## src/rtl/fbw_defs_pkg.sv

```systemverilog
// Shared definitions for the frame buffer writer: FSM encoding, frame size default,
// RGB565 field layout and luma coefficients.
package fbw_defs_pkg;

  typedef enum logic [1:0] {
    IDLE  = 2'd0,
    WRITE = 2'd1,
    DONE  = 2'd2
  } fbw_state_e;

  localparam int FBW_FRAME_PIXELS = 19200;

  // RGB565 field positions, high byte first on the wire
  typedef struct packed {
    logic [4:0] r;
    logic [5:0] g;
    logic [4:0] b;
  } rgb565_t;

  localparam logic [7:0] LUMA_CR = 8'd77;
  localparam logic [7:0] LUMA_CG = 8'd150;
  localparam logic [7:0] LUMA_CB = 8'd29;

endpackage

```

## src/rtl/rgb565_to_luma.sv

```systemverilog
// Combinational RGB565 -> 8-bit luma; channels are bit-replicated to 8 bits and
// weighted so the coefficients sum to 256 (white maps exactly to 255).
module rgb565_to_luma
  import fbw_defs_pkg::*;
(
  input  logic [15:0] pix_i,
  output logic [7:0]  luma_o
);

  rgb565_t     px;
  logic [7:0]  r8, g8, b8;
  logic [15:0] acc;

  assign px = rgb565_t'(pix_i);
  assign r8 = {px.r, px.r[4:2]};
  assign g8 = {px.g, px.g[5:4]};
  assign b8 = {px.b, px.b[4:2]};

  // Max sum is 256*255, so the 16-bit intermediate never overflows
  assign acc = 16'(LUMA_CR) * 16'(r8) + 16'(LUMA_CG) * 16'(g8) + 16'(LUMA_CB) * 16'(b8);
  assign luma_o = 8'(acc >> 8);

endmodule

```

## src/rtl/frame_buffer_writer.sv

```systemverilog
// Fills the BRAM frame buffer from a sof-delimited byte stream.
// FBW_GRAY_CONVERT_EN: input is RGB565 (2 bytes/pixel) converted to grey; otherwise 1 byte = 1 grey pixel.
module frame_buffer_writer
  import fbw_defs_pkg::*;
#(
  parameter int FRAME_PIXELS = FBW_FRAME_PIXELS,
  parameter int ADDR_W       = 15,
  parameter int ERR_W        = 8
) (
  input  logic              clk,
  input  logic              rst_n,
  input  logic [7:0]        s_data,
  input  logic              s_valid,
  input  logic              s_sof,
  output logic              s_ready,
  input  logic              freeze,
  output logic              bram_we,
  output logic [ADDR_W-1:0] bram_waddr,
  output logic [7:0]        bram_wdata,
  output logic              frame_done,
  output logic              busy,
  output logic [ERR_W-1:0]  err_cnt
);

  localparam logic [ADDR_W-1:0] LAST_IDX = ADDR_W'(FRAME_PIXELS - 1);

  fbw_state_e        state_q, state_d;
  logic [ADDR_W-1:0] pix_q, pix_d, cur_idx;
  logic              we_q, we_d, done_q, done_d;
  logic [ADDR_W-1:0] waddr_q, waddr_d;
  logic [7:0]        wdata_q, wdata_d;
  logic [ERR_W-1:0]  err_q, err_d;
  logic              acc, start, pix_done;
  logic [7:0]        pix_val;

  // Ready is forced low while reset is held, independent of the clock
  assign s_ready = rst_n && ((state_q == WRITE) || (state_q == IDLE && !freeze));
  assign acc     = s_valid && s_ready;
  assign start   = acc && s_sof;
  assign cur_idx = start ? '0 : pix_q;

`ifdef FBW_GRAY_CONVERT_EN
  logic       phase_q, phase_d;
  logic [7:0] hi_q, hi_d;
  logic [7:0] luma;

  rgb565_to_luma u_luma (.pix_i({hi_q, s_data}), .luma_o(luma));

  // phase_q=1 means the high byte is held and the next byte completes the pixel
  always_comb begin
    phase_d  = phase_q;
    hi_d     = hi_q;
    pix_done = 1'b0;
    pix_val  = luma;
    if (start) begin
      phase_d = 1'b1;
      hi_d    = s_data;
    end else if (acc && state_q == WRITE) begin
      if (!phase_q) begin
        phase_d = 1'b1;
        hi_d    = s_data;
      end else begin
        phase_d  = 1'b0;
        pix_done = 1'b1;
      end
    end
  end

  always_ff @(posedge clk or negedge rst_n) begin
    if (!rst_n) begin
      phase_q <= 1'b0;
      hi_q    <= '0;
    end else begin
      phase_q <= phase_d;
      hi_q    <= hi_d;
    end
  end
`else
  assign pix_done = start || (acc && state_q == WRITE);
  assign pix_val  = s_data;
`endif

  always_ff @(posedge clk or negedge rst_n) begin
    if (!rst_n) begin
      state_q <= IDLE;
      pix_q   <= '0;
      we_q    <= 1'b0;
      waddr_q <= '0;
      wdata_q <= '0;
      done_q  <= 1'b0;
      err_q   <= '0;
    end else begin
      state_q <= state_d;
      pix_q   <= pix_d;
      we_q    <= we_d;
      waddr_q <= waddr_d;
      wdata_q <= wdata_d;
      done_q  <= done_d;
      err_q   <= err_d;
    end
  end

  always_comb begin
    state_d = state_q;
    unique case (state_q)
      IDLE, WRITE: begin
        if (pix_done && cur_idx == LAST_IDX) state_d = DONE;
        else if (start)                      state_d = WRITE;
      end
      DONE:    state_d = IDLE;
      default: state_d = IDLE;
    endcase
  end

  // frame_done trails DONE by a cycle so it lands after the final write strobe
  always_comb begin
    we_d    = pix_done;
    waddr_d = waddr_q;
    wdata_d = wdata_q;
    pix_d   = cur_idx;
    if (pix_done) begin
      waddr_d = cur_idx;
      wdata_d = pix_val;
      pix_d   = cur_idx + 1'b1;
    end
    done_d = (state_q == DONE);
    err_d  = err_q;
    if (start && state_q == WRITE && err_q != '1) err_d = err_q + 1'b1;
  end

  assign bram_we    = we_q;
  assign bram_waddr = waddr_q;
  assign bram_wdata = wdata_q;
  assign frame_done = done_q;
  assign busy       = (state_q == WRITE);
  assign err_cnt    = err_q;

endmodule

```

## config.mk

```make
export PLATFORM = sky130hd
export DESIGN_NAME = frame_buffer_writer
export DESIGN_NICKNAME = d
export VERILOG_FILES = /design/src/rtl/fbw_defs_pkg.sv /design/src/rtl/rgb565_to_luma.sv /design/src/rtl/frame_buffer_writer.sv
export SDC_FILE = /design/constraint.sdc
export NUM_CORES = 1
export LEC_CHECK = 0
export BUFFER_PORTS_ARGS = -buffer_cell sky130_fd_sc_hd__buf_4
export CAP_MARGIN = 20
export CORE_ASPECT_RATIO = 0.5
export CORE_UTILIZATION = 35
export DETAILED_ROUTE_END_ITERATION = 6
export GPL_ROUTABILITY_DRIVEN = 0
export GPL_TIMING_DRIVEN = 0
export SYNTH_ARGS = -nofsm -noshare
export SYNTH_HDL_FRONTEND = slang
export SYNTH_SLANG_ARGS = --single-unit
```

## constraint.sdc

```tcl
create_clock -name clk -period 4.1 [get_ports clk]
set_input_delay 0.615 -clock clk [delete_from_list [all_inputs] [get_ports clk]]
set_output_delay 0.615 -clock clk [all_outputs]
set_load 0.1 [all_outputs]
```

---- Yosys cells after proc, flatten, opt, wreduce, memory -nomap -nowiden ----
Cells that the tools add are included.
word-level totals
  input bits .............................. 13
  logic and storage cells ................. 32
  register bits ........................... 50
  output and inout port bits .............. 35
cells by class
  muxes and demuxes ....................... 5
  add/subtract/negate cells ............... 2
  reduce and logical (&&, ||, !) cells .... 13
  equality and inequality tests ........... 5
operator list
  cell                   number
  $mux 15                2
  $add 15x1->15 const B  1
  $eq 15x15->1 const B   1
  $add 8x1->8 const B    1
  $logic_and 1x1->1      8
  $ne 8x8->1 const B     1
  $mux 2                 3
  $ne 3x3->1 const B     1
  $eq 2x1->1 const B     1
  $eq 2x2->1 const B     1
  $logic_not 2->1        1
  $logic_or 1x1->1       2
  $reduce_or 2->1        1
  $logic_not 1->1        1

---- Logic depth before layout (Yosys ltp) ----
  depth in word-level cells ............... 11
  depth in mapped cells ................... 8

---- Worst setup path before layout ----
No wires, ideal clock.
  path type ............................... input-to-reg
  from .................................... input port rst_n
  to ...................................... register pix_q[10]
  stages .................................. 8
  slack ................................... 1.639 ns
  arrival time ............................ 2.383 ns
  required time ........................... 4.022 ns
  path buffers ............................ 0
  library setup time ...................... 0.078 ns
  path through ............................ and4b_1 nand2_1 and2_1 ha_1 nand2b_1 or4_1 or3_1 a21oi_1
between the ends
  word-level cells in the longest chain between the ends .. 6
  elaborated cells between the ends (all ways) .. 8
  classes of those cells .................. add/sub: 1; mux: 2; reduce/logical: 5
RTL lines
  item                  RTL line                    text
  from (decl)           frame_buffer_writer.sv:11   input logic rst_n,
  $logic_and 1x1->1     frame_buffer_writer.sv:37   assign s_ready = rst_n && ((state_q == WRITE) || (state_q == IDLE && !freeze));
  $logic_and 1x1->1     frame_buffer_writer.sv:38   assign acc = s_valid && s_ready;
  $logic_and 1x1->1     frame_buffer_writer.sv:39   assign start = acc && s_sof;
  $mux 15               frame_buffer_writer.sv:40   assign cur_idx = start ? '0 : pix_q;
  named net cur_idx[1]  frame_buffer_writer.sv:28   logic [ADDR_W-1:0] pix_q, pix_d, cur_idx;
  $add 15x1->15         frame_buffer_writer.sv:124  pix_d = cur_idx + 1'b1;
  $mux 15               frame_buffer_writer.sv:121  if (pix_done) begin
  named net pix_d[10]   frame_buffer_writer.sv:28
  to (signal assigned)  frame_buffer_writer.sv:94   pix_q <= pix_d;
  to (decl)             frame_buffer_writer.sv:28
The timed path passes the listed nets, and every way through them passes these cells.
A chain may end at the register's enable or synchronous reset.

---- Final worst setup path ----
Same ends and word-level chain as after synthesis.

==> summary.md <==
| Metric | Value |
|---|---|
| Yosys reg bits | `50` |
| Post-DP HPWL | `3150 um` |
| P_int | `952.3 uW` |
| Seq pwr share | `37.7%` |
| Worst vdd ir | `500.4 uV` |
| Resized Gates After CTS | `0` |
| Row count | `19` |
| Layout area overhead | `27.69%` |
| Cts hold-fix bufs | `0` |
| Rel. slew slack | `41.76%` |
| Clock Power Share | `25.0%` |
| Final cell count without fillers | `345` |
| Setup_tns | `0 ns` |
| Ys async rst share | `100.0%` |
| Top-area cell type share of the netlist area | `57.21%` |
| Initial antenna violation count | `0` |
| Crit path DAT | `3.07 ns` |
| Clk Latency, worst-skew pair | `0.29 ns` |
| Fin crit period | `2.854 ns` |
| Dpl cells | `337` |
| Core area | `5753 sq um` |
| Clock skew | `0.004520 ns` |
| Vias in the first global route | `1542` |
| Synthesis warning total | `0` |
| FF-to-FF setup slack | `1.58 ns` |
| N_diodes | `0` |
| CTS max path bufs | `2` |
| Die Area | `6588 sq um` |
| Root cell of the clock tree | `clkbuf_16` |
| Worst-path clk slew | `0.06 ns` |
| ANT nets after route | `0` |
| Most numerous cell in the Yosys netlist | `dfrtp_1` |
| CP Launch Type | `primary input` |
| Worst Path Required | `4.32 ns` |
| RSZ-0062 raised after global routing | `false` |
| Global-route wire length before repair | `7431 um` |
| Pre-antenna DRT Iters | `4` |
| Post-synth EDFFs | `0` |
| # IOs | `48` |
| Outcome | `finished, final reports clean` |
| Grt ovf | `0` |
| Switching pwr | `729.6 uW` |
| Slew at the pin closest to its max-slew limit | `0.8677 ns` |
| Final setup viols | `0` |
| Fmax | `350.4 MHz` |
| CP endpoint kind | `flip-flop` |
| Vias | `1644` |
| Port Buffers | `47` |
| Width of the die | `113.8 um` |
| Most frequent cells after synthesis | `50 x dfrtp_1, 41 x nand2_1, 21 x a21oi_1, 11 x mux2_2` |
| Post-DR wirelength/cell | `12.88 um` |
| Final nets | `275` |
| Cell taking the most area after synthesis | `dfrtp_1` |
| Largest cells by area after synthesis | `dfrtp_1 57%, nand2_1 7.0%, mux2_2 5.7%` |
| Vias/cell | `4.765` |
| Starting density of the core | `38.02%` |
| Final hold vios | `0` |
| Synthesized cell area | `2187 sq um` |
| Max-slew violations | `0` |
| CTS Sinks | `50` |
| Initial DRC Count | `54` |
| Tightest Hold Check Type | `primary input to asynchronous set/reset pin` |
| Share of cells above drive strength 1 | `25.67%` |
| Final Cycle Share | `69.60%` |
| Gate Count Post-Synth | `206` |
| Total track usage | `14.88%` |
| Crit Path Category | `primary input to flip-flop` |
| Post-synthesis sequential area ratio | `57.21%` |
| Chip Height | `57.90 um` |
| Final WL | `4442 um` |
| CP Max Fanout | `54` |
| PwrDens | `602.3 nW/um^2` |
| Switching share of total power | `43.38%` |
| Largest net degree at the start of global routing | `55` |
| Syn Nets | `221` |
| Leakage | `1.263 nW` |
| Postcts setup bufs | `0` |
| Primary FF master, synth | `dfrtp_1` |
| DRC violations left | `0` |
| Yosys cell types | `28` |
| Num CTS Buffers | `5` |
| Number of H-tree levels | `2` |
| Max-capacitance violation count | `0` |
| Syn avg cell area | `10.62 sq um` |
| CTS tree | `done` |
| Comb pwr share | `37.3%` |
## cell usage in the layout (no fill, tap or decap), drive strengths merged
cell,synthesis,routed
a21o,1,1
a21oi,21,21
a311oi,1,1
and2,3,3
and3,3,3
and3b,1,1
and4,2,2
and4b,2,2
buf,1,48
clkbuf,7,14
clkinv,0,1
dfrtp,50,50
ha,2,2
inv,3,3
mux2,11,11
nand2,41,41
nand2b,2,2
nand3,4,4
nand4,7,7
nand4b,2,2
nor2,7,7
nor2b,2,2
o21ai,7,7
o22ai,1,1
or3,7,7
or4,4,4
xnor2,7,7
xor2,7,7
## critical path, cell delays in order
cell and delay, ns:
buf_4 0.30, and4b_1 0.34, nand2_1 0.19, and2_1 0.19, ha_1 0.22, nand2b_1 0.12
or4_1 0.58, or3_1 0.34, a21oi_1 0.14
## power by group through the flow
stage	registers (mW)	clock network, mW	logic [mW]
after floorplan	1.00	0	0.122
after global placement	0.639	0	0.625
after detailed placement	0.643	0	0.632
after CTS	0.634	0.433	0.633
after global routing	0.648	0.454	0.655
final	0.634	0.420	0.628
## flip-flops by register name, indices dropped and copies added, names as in the netlist
| register | cells |
|---|---|
| bram_waddr | 15 |
| pix_q | 15 |
| bram_wdata | 8 |
| err_cnt | 8 |
| state_q | 2 |
| bram_we | 1 |
| frame_done | 1 |
## routing by layer
layer | global-route usage [%] | wire, um | share of wire, %
met5 | 0 | 0 | 0
met4 | 3.896 | 46 | 1.0
met3 | 5.335 | 198 | 4.5
met2 | 23.52 | 2018 | 45
met1 | 19.68 | 2178 | 49
## kinds of logic after synthesis
kind of cell             count (synthesis)  share of synthesized area [%]
multiplexers                            11                          5.664
adder cells (fa/ha/maj)                  2                          1.144
AND/OR/NAND/NOR                         87                          21.00
XOR/XNOR                                14                          5.607
flip-flops                              50                          57.21
buffers and inverters                   11                          1.945
AO/OA/AOI/OAI                           31                          7.437
## worst paths after layout
kind                          startpoint       endpoint  cells past startpoint
max reg2reg                   state_q[0]      pix_q[10]                      8
min in group clk           bram_wdata[7]  bram_wdata[7]                      1
min reg2reg                bram_wdata[7]  bram_wdata[7]                      1
max in group asynchronous          rst_n  bram_waddr[2]                      1
min                                rst_n     err_cnt[5]                      1
max                                rst_n      pix_q[10]                      9
## through the flow
| step | setup slack, ns | utilization [%] | power, mW | area (sq um) | hold slack [ns] |
|---|---|---|---|---|---|
| final | 1.246 | 48.54 | 1.682 | 2793 | 0.3472 |
| after CTS | 1.221 | 48.54 | 1.699 | 2793 | 0.3874 |
| after floorplan | 1.639 | - | 1.124 | 2187 | 0.3194 |
| after detailed placement | 0.9160 | 45.98 | 1.275 | 2645 | 0.4972 |
| after global routing | 1.019 | 48.54 | 1.756 | 2793 | 0.4192 |
| after global placement | 0.9382 | 45.98 | 1.264 | 2645 | 0.4911 |
## final cells by class
class                   count  area [sq um]
fillers                   565          2960
flip-flops and latches     50          1251
multi-input cells         145         893.4
repair buffers             47         352.8
clock buffers               7         142.6
well taps                  84         105.1
plain buffers               8         31.28
inverters                   3         11.26
clock inverters             1         5.005
Note: power is estimated with default switching activity, not from simulation.
